===== src/rtl/ks_adder_pipe_if.sv =====
// ks_adder_pipe_if: operand/result valid/ready bundle for ks_adder_pipe.
// slave is the adder side, master is the operand source / result sink.
interface ks_adder_pipe_if #(
    parameter int WIDTH = 32
);
    logic             in_valid;
    logic             in_ready;
    logic [WIDTH-1:0] A;
    logic [WIDTH-1:0] B;
    logic             Cin;
    logic             Sub;
    logic             out_valid;
    logic             out_ready;
    logic [WIDTH-1:0] S;
    logic             Cout;
    logic             V;

    modport master (
        output in_valid, A, B, Cin, Sub, out_ready,
        input  in_ready, out_valid, S, Cout, V
    );

    modport slave (
        input  in_valid, A, B, Cin, Sub, out_ready,
        output in_ready, out_valid, S, Cout, V
    );
endinterface


===== src/rtl/ks_adder_pipe.sv =====
// ks_adder_pipe: pipelined Kogge-Stone add/sub with valid/ready flow.
// Define KS_ADDER_PIPE_OVF_EN to register signed overflow on V.
module ks_adder_pipe #(
    parameter int WIDTH       = 32,
    parameter int LVL_PER_STG = 2
) (
    input logic            clk,
    input logic            rst_n,
    ks_adder_pipe_if.slave bus
);
    localparam int L  = $clog2(WIDTH);
    localparam int NP = (L + LVL_PER_STG - 1) / LVL_PER_STG;
    localparam int NS = NP + 2;

    logic [NS-1:0]    vld;
    logic [NS-1:0]    ld;
    logic [NS-1:0]    vin;

    logic [WIDTH-1:0] g_q [NP+1];
    logic [WIDTH-1:0] p_q [NP+1];
    logic [WIDTH-1:0] r_q [NP+1];
    logic [NP:0]      c_q;

    logic [WIDTH-1:0] gc [NP+1];
    logic [WIDTH-1:0] pc [NP+1];
    logic [WIDTH-1:0] rc [NP+1];
    logic [NP:0]      cc;

    logic [WIDTH-1:0] bx, p0;
    logic [WIDTH-1:0] gt, pt, gn, pn;

    logic [WIDTH-1:0] s_q;
    logic             co_q;

    // A stage may load unless it and every stage after it is full.
    for (genvar n = 0; n < NS; n++) begin : g_ld
        assign ld[n] = ~(&vld[NS-1:n]) | bus.out_ready;
    end

    assign vin          = {vld[NS-2:0], bus.in_valid};
    assign bus.in_ready = ld[0];

    always_comb begin
        bx    = bus.Sub ? ~bus.B : bus.B;
        p0    = bus.A ^ bx;
        gt    = bus.A & bx;
        gt[0] = gt[0] | (p0[0] & bus.Cin);
        pt    = {p0[WIDTH-1:1], 1'b0};
        gn    = gt;
        pn    = pt;
        gc[0] = gt;
        pc[0] = pt;
        rc[0] = p0;
        cc[0] = bus.Cin;
        for (int s = 1; s <= NP; s++) begin
            gt = g_q[s-1];
            pt = p_q[s-1];
            for (int k = (s - 1) * LVL_PER_STG;
                 k < s * LVL_PER_STG && k < L; k++) begin
                gn = gt;
                pn = pt;
                for (int i = (1 << k); i < WIDTH; i++) begin
                    gn[i] = gt[i] | (pt[i] & gt[i-(1<<k)]);
                    // Gray cells: group P is dead once span reaches bit 0.
                    if (i >= (2 << k))
                        pn[i] = pt[i] & pt[i-(1<<k)];
                end
                gt = gn;
                pt = pn;
            end
            gc[s] = gt;
            pc[s] = pt;
            rc[s] = r_q[s-1];
            cc[s] = c_q[s-1];
        end
    end

    always_ff @(posedge clk or negedge rst_n) begin
        if (!rst_n) begin
            vld  <= '0;
            c_q  <= '0;
            s_q  <= '0;
            co_q <= 1'b0;
            for (int s = 0; s <= NP; s++) begin
                g_q[s] <= '0;
                p_q[s] <= '0;
                r_q[s] <= '0;
            end
        end else begin
            for (int s = 0; s < NS; s++)
                if (ld[s]) vld[s] <= vin[s];
            for (int s = 0; s <= NP; s++) begin
                if (ld[s] && vin[s]) begin
                    g_q[s] <= gc[s];
                    p_q[s] <= pc[s];
                    r_q[s] <= rc[s];
                    c_q[s] <= cc[s];
                end
            end
            if (ld[NS-1] && vin[NS-1]) begin
                s_q  <= r_q[NP] ^ {g_q[NP][WIDTH-2:0], c_q[NP]};
                co_q <= g_q[NP][WIDTH-1];
            end
        end
    end

`ifdef KS_ADDER_PIPE_OVF_EN
    logic v_q;

    always_ff @(posedge clk or negedge rst_n) begin
        if (!rst_n)
            v_q <= 1'b0;
        else if (ld[NS-1] && vin[NS-1])
            v_q <= g_q[NP][WIDTH-1] ^ g_q[NP][WIDTH-2];
    end

    assign bus.V = v_q;
`else
    assign bus.V = 1'b0;
`endif

    assign bus.out_valid = vld[NS-1];
    assign bus.S         = s_q;
    assign bus.Cout      = co_q;
endmodule


===== src/flat_wrapper.sv =====
// flat-port wrapper written by rule: the top's interface ports become plain ports
module ks_adder_pipe_flat 
#(
    parameter int WIDTH       = 32,
    parameter int LVL_PER_STG = 2
)
  (clk, rst_n, bus_in_valid, bus_A, bus_B, bus_Cin, bus_Sub, bus_out_ready, bus_in_ready, bus_out_valid, bus_S, bus_Cout, bus_V);
  ks_adder_pipe_if #(.WIDTH(WIDTH)) bus_i ();
  input logic clk;
  input logic rst_n;
  input wire logic [$bits(bus_i.in_valid)-1:0] bus_in_valid;
  input wire logic [$bits(bus_i.A)-1:0] bus_A;
  input wire logic [$bits(bus_i.B)-1:0] bus_B;
  input wire logic [$bits(bus_i.Cin)-1:0] bus_Cin;
  input wire logic [$bits(bus_i.Sub)-1:0] bus_Sub;
  input wire logic [$bits(bus_i.out_ready)-1:0] bus_out_ready;
  output wire logic [$bits(bus_i.in_ready)-1:0] bus_in_ready;
  output wire logic [$bits(bus_i.out_valid)-1:0] bus_out_valid;
  output wire logic [$bits(bus_i.S)-1:0] bus_S;
  output wire logic [$bits(bus_i.Cout)-1:0] bus_Cout;
  output wire logic [$bits(bus_i.V)-1:0] bus_V;
  assign bus_i.in_valid = bus_in_valid;
  assign bus_i.A = bus_A;
  assign bus_i.B = bus_B;
  assign bus_i.Cin = bus_Cin;
  assign bus_i.Sub = bus_Sub;
  assign bus_i.out_ready = bus_out_ready;
  assign bus_in_ready = bus_i.in_ready;
  assign bus_out_valid = bus_i.out_valid;
  assign bus_S = bus_i.S;
  assign bus_Cout = bus_i.Cout;
  assign bus_V = bus_i.V;
  ks_adder_pipe #(.WIDTH(WIDTH), .LVL_PER_STG(LVL_PER_STG)) u_core (.clk(clk), .rst_n(rst_n), .bus(bus_i));
endmodule

===== config.mk =====
export PLATFORM = sky130hd
export DESIGN_NAME = ks_adder_pipe_flat
export DESIGN_NICKNAME = d
export VERILOG_FILES = /design/src/rtl/ks_adder_pipe_if.sv /design/src/rtl/ks_adder_pipe.sv /design/src/flat_wrapper.sv
export SDC_FILE = /design/constraint.sdc
export NUM_CORES = 1
export LEC_CHECK = 0
export BUFFER_PORTS_ARGS = -buffer_cell sky130_fd_sc_hd__buf_2
export CORE_ASPECT_RATIO = 0.6
export CORE_MARGIN = 1.5
export CORE_UTILIZATION = 45
export CTS_CLUSTER_DIAMETER = 50
export CTS_CLUSTER_SIZE = 20
export DETAILED_ROUTE_END_ITERATION = 8
export SLEW_MARGIN = 40
export SYNTH_ARGS = -nofsm -noshare
export SYNTH_HDL_FRONTEND = slang
export SYNTH_SLANG_ARGS = --single-unit

===== constraint.sdc =====
create_clock -name clk -period 1.9 [get_ports clk]
set_clock_uncertainty 0.15 [all_clocks]
set_input_delay 0 -clock clk [delete_from_list [all_inputs] [get_ports clk]]
set_output_delay 0 -clock clk [all_outputs]
set_load 0.005 [all_outputs]

Word level (Yosys, flattened, before mapping)

Cells that the tools add are included.
W data, S select, Z words.

Muxes and demuxes: 1
Bitwise gates (word level): 372
Reductions and logical operators: 9

Operator list:

| operator            | number |
|---|---|
| $and A1 B1 Y1       | 228 |
| $or A1 B1 Y1        | 135 |
| $xor A32 B32 Y32    | 2 |
| $and A32 B32 Y32    | 1 |
| $mux W32            | 1 |
| $not A32 Y32        | 1 |
| $logic_and A1 B1 Y1 | 5 |
| $not A1 Y1          | 5 |
| $reduce_and A5 Y1   | 1 |
| $reduce_and A4 Y1   | 1 |
| $reduce_and A3 Y1   | 1 |
| $reduce_and A2 Y1   | 1 |

Register bits: 391
Input bits: 70
Logic and storage cells: 404

Longest topological paths before layout

Depth in word-level cells: 5
Gate-level depth with buffers: 6

Least setup slack after synthesis

Ideal clock, no wire load.

Path type: register to register
From: register u_core.vld[2]
To: register u_core.r_q[86] (netlist name)
Setup time: 0.127 ns
Data arrival time: 1.514 ns
Data required time: 1.623 ns
Setup slack: 0.108 ns
Stages on the path, launching flop included: 7
Buffers on the path: 3
Period minus slack after synthesis: 1.792 ns
Cell sequence: dfrtp_1 buf_4 and4b_1 a21boi_2 buf_6 buf_6 mux2_1

Word-level cells in the longest chain between the ends: 4

Ends and longest elaborated chain:

| element                          | line                | source |
|---|---|---|
| start: declaration               | ks_adder_pipe.sv:15 | `logic [NS-1:0] vld;` |
| start signal: indexed assignment | ks_adder_pipe.sv:91 | `if (ld[s]) vld[s] <= vin[s];` |
| $reduce_and A4 Y1                | ks_adder_pipe.sv:37 | `assign ld[n] = ~(&vld[NS-1:n]) \| bus.out_ready;` |
| $not A1 Y1                       | ks_adder_pipe.sv:37 |  |
| $or A1 B1 Y1                     | ks_adder_pipe.sv:37 |  |
| $logic_and A1 B1 Y1              | ks_adder_pipe.sv:93 | `if (ld[s] && vin[s]) begin` |
| end signal: indexed assignment   | ks_adder_pipe.sv:96 | `r_q[s] <= rc[s];` |
| end: declaration                 | ks_adder_pipe.sv:21 | `logic [WIDTH-1:0] r_q [NP+1];` |

No other way between the ends.
A chain may end at the register's enable or synchronous reset.

Worst setup path after layout

From: register u_core.vld[4]
To: register u_core.g_q[86] (netlist name)

Word-level cells in the longest chain between the ends: 4

Ends and longest elaborated chain:

| element                        | line                | source |
|---|---|---|
| $reduce_and A4 Y1              | ks_adder_pipe.sv:37 |  |
| $not A1 Y1                     | ks_adder_pipe.sv:37 |  |
| $or A1 B1 Y1                   | ks_adder_pipe.sv:37 |  |
| $logic_and A1 B1 Y1            | ks_adder_pipe.sv:93 |  |
| end signal: indexed assignment | ks_adder_pipe.sv:94 | `g_q[s] <= gc[s];` |
| end: declaration               | ks_adder_pipe.sv:19 | `logic [WIDTH-1:0] g_q [NP+1];` |

No other way between the ends.

==> impl_results.md <==
* CP Max Fanout at 15
* Grt total ovfl at 0
* Register area share after synthesis at 58.1%
* # rows at 51
* Multi-input logic area at 5900 µm²
* Reg-to-reg setup timing slack at 0.008 ns
* Placed Cells at 1,623
* CP required at 2.19 ns
* Post-Synth Adder-Cell Area at 2.72%
* Vias in the first global route at 9,417
* Final setup violating endpoints at 0
* Vias at 9,585
* Critical path's largest stage delay at 0.41 ns
* Yosys reg bits at 342
* Routed WL at 36.0 mm
* Filler instances at 2,672
* Max-cap violation count at 0
* Nets at 1,441
* RR Startpoint: u_core.vld[4]
* Transition time of the tightest slew-check pin at 0.542 ns
* Hold Path Depth at 3
* RePlAce Congestion at 0.900
* Cells on worst reg2reg path at 6
* Synthesized area at 14,700 µm²
* Crit path max-delay cell type: dfrtp_1
* Synth Area in Compound Gates at 7.52%
* Power, Total at 0.0250 W
* Mapped Nets at 1,201
* Netlist cell types at 27
* Final worst path period share at 99.6%
* Worst skew pair latency at 0.56 ns
* Worst reg2reg endpoint: u_core.g_q[86]
* Multiplexer share of the synthesized area at 22.7%
* DR WL/cell at 20.2 µm
* M1 WL at 19.1 mm
* Slew Viols, Final at 0
* Synthesized area per cell at 13.4 µm²
* Largest family of logic cells by synthesized area: multiplexers
* Fmax achieved at 0.529 GHz
* CTS buffer count at 27
* Synth warnings at 0
* Hold Violations, Final at 0
* IO buf count at 104
* Async SR Flop Fraction at 100%
* Worst hold endpoint: u_core.vld[0]
* CTS root buf: clkbuf_16
* Initial Util at 45.6%
* Critical Path Sink Type: flop
* # DRC at 0
* Max rail drop VDD at 0.732 mV
* Wire length on met2 at 13.8 mm
* Vias per cell at 5.37
* Main synth FF type: dfrtp_1
* Worst EP arrival at 2.18 ns
* CP dominant cell by count: buf_12
* Area growth from synthesis to layout at 23.8%
* XOR/XNOR share of the synthesized area at 3.81%
* First DRT Iteration DRCs at 796
* First-pass iteration count of the detailed router at 5
* Post-Synthesis Cells at 1,099
* PD cells at 1370 nW/µm²
* Die Span Y at 143 µm
* Synth Area in Simple Gates at 2.97%
* Slew headroom at 63.9%
* Critical path launch point type: flop
* Area after DPL at 16,100 µm²
* Status: finished, final reports clean
* Post-route cell area at 18,200 µm²
* Clock Pin Slew Worst Setup and Hold Paths at 0.08 ns
* RSZ-0062 raised after global routing: true
* Area of the die at 33,900 µm²
* DPL Wire Length at 25.9 mm
* Most frequent cells in the layout: 342 x dfrtp_1, 223 x mux2_2, 105 x dlygate4sd3_1
* Largest net degree at the start of global routing at 60
* Antenna diodes at 0
* Met3 routed WL at 2.70 mm
* I/O pins at 106
* Reg area at 8560 µm²
* Gr usage total at 21.5%
* Cells along the critical path: and4b_2, a21boi_4, buf_12, buf_12, buf_12, mux2_1
* Die span in x at 237 µm
* Clock buffer depth at 3
* Most common cell after layout, fill and taps aside: dfrtp_1
* Placeable Area at 32,300 µm²
* Static leakage at 8.15 nW
* Finished Layout Cells at 1,784
* CP Class: flop to flop
* Antenna violations before repair at 1
* First-pass GRT wire length at 55.6 mm
* CTS tree: done
* Highest Signal Layer: met4
* Fin crit period at 1.89 ns
* Post-synth EDFFs at 0
* Share of cells above drive strength 1 at 32.4%
* # H-tree levels at 1
* Post-route antenna net violation count at 0
* Num Clock Sinks at 342
* Worst Hold Class: primary input to flop
* Hold Startpoint: bus_in_valid
## worst max-delay path by stage
stage                       start             end  slack (ns)  depth (start not counted)
finish              u_core.vld[4]  u_core.g_q[86]       0.008                          6
global route        u_core.vld[4]  u_core.g_q[86]       -0.04                          6
CTS                 u_core.vld[3]  u_core.g_q[87]     -0.0003                          5
detailed placement  u_core.vld[3]  u_core.r_q[95]        0.02                          5
global placement    u_core.vld[3]  u_core.r_q[95]        0.05                          5
floorplan           u_core.vld[2]  u_core.r_q[86]        0.11                          6
## synth_stat cells, drive strengths merged (8+ instances only)
library cell / instances / area, µm²
nor2: 30 / 113
mux2: 295 / 3320
nand4: 8 / 50.1
clkbuf: 14 / 52.6
nand2: 51 / 191
o21ai: 80 / 400
dfrtp: 342 / 8560
a21oi: 96 / 480
a31oi: 20 / 125
xor2: 64 / 561
buf: 36 / 253
ha: 32 / 400
## logic make-up after synthesis
family | count (synthesis)
and+or+nand+nor | 101
xor gates and xnor gates | 64
muxes | 297
DFF | 342
buffers and inverters | 53
other | 1
adders and majority gates | 32
AOI/OAI and AO/OA | 209
## metrics by stage
| stage | hold WS (ns) | setup slack (ns) | util (%) | setup TNS (ns) |
|---|---|---|---|---|
| after floorplan | -0.446 | 0.108 | - | 0 |
| after CTS | 0.0626 | -0.000254 | 56.0 | -0.000254 |
| after global routing | 0.0790 | -0.0391 | 56.5 | -0.889 |
| after detailed placement | -0.153 | 0.0218 | 49.8 | 0 |
| final | 0.0789 | 0.00797 | 56.5 | 0 |
| after global placement | -0.152 | 0.0496 | 49.8 | 0 |
## flip-flops by register name (all words and copies together), names as in the netlist
signal and count:
u_core.bus.Cout 1, u_core.p_q 28, u_core.pn 16, u_core.vld 5, u_core.bus.S 32, u_core.c_q 4
u_core.g_q 128, u_core.r_q 128
## layout make-up
class / instances / share of cell area [%]
Sequential cell: 342 / 46.9
Multi-Input combinational cell: 704 / 32.4
Timing Repair Buffer: 261 / 12.4
Clock buffer: 29 / 3.80
Tap cell: 424 / 2.91
Clock inverter: 21 / 1.48
Inverter: 3 / 0.0618
## timing repair
item                                    CTS  global route
buffers inserted                          0             3
hold buffers                            105             0
resized for setup                         2             7
cloned                                    0             3
endpoints found under the setup margin    1            88
endpoints found under the hold margin   410             0
pin swaps                                 0             2
## layer usage
| metal | global-route usage [%] | up-vias |
|---|---|---|
| met5 | 0 | - |
| met4 | 3.41 | 0 |
| met3 | 5.88 | 34 |
| met2 | 28.2 | 270 |
| met1 | 35.1 | 4864 |
| li1 | - | 4417 |
## critical path: cells and delay by family (launching register included)
kind / cells / cell delay [ns]
AOI/OAI and AO/OA: 1 / 0.16
buffers and inverters: 3 / 0.42
DFF: 1 / 0.41
muxes: 1 / 0.33
and+or+nand+nor: 1 / 0.27
## power breakdown
group          internal (W)  switching, W  total, W  leakage [nW]
registers           0.00998       0.00239    0.0124          4.15
logic               0.00368       0.00284   0.00652          3.54
clock network       0.00318       0.00292   0.00610         0.461
total                0.0168       0.00815    0.0250          8.15
Power figures use the tool's default switching activity.
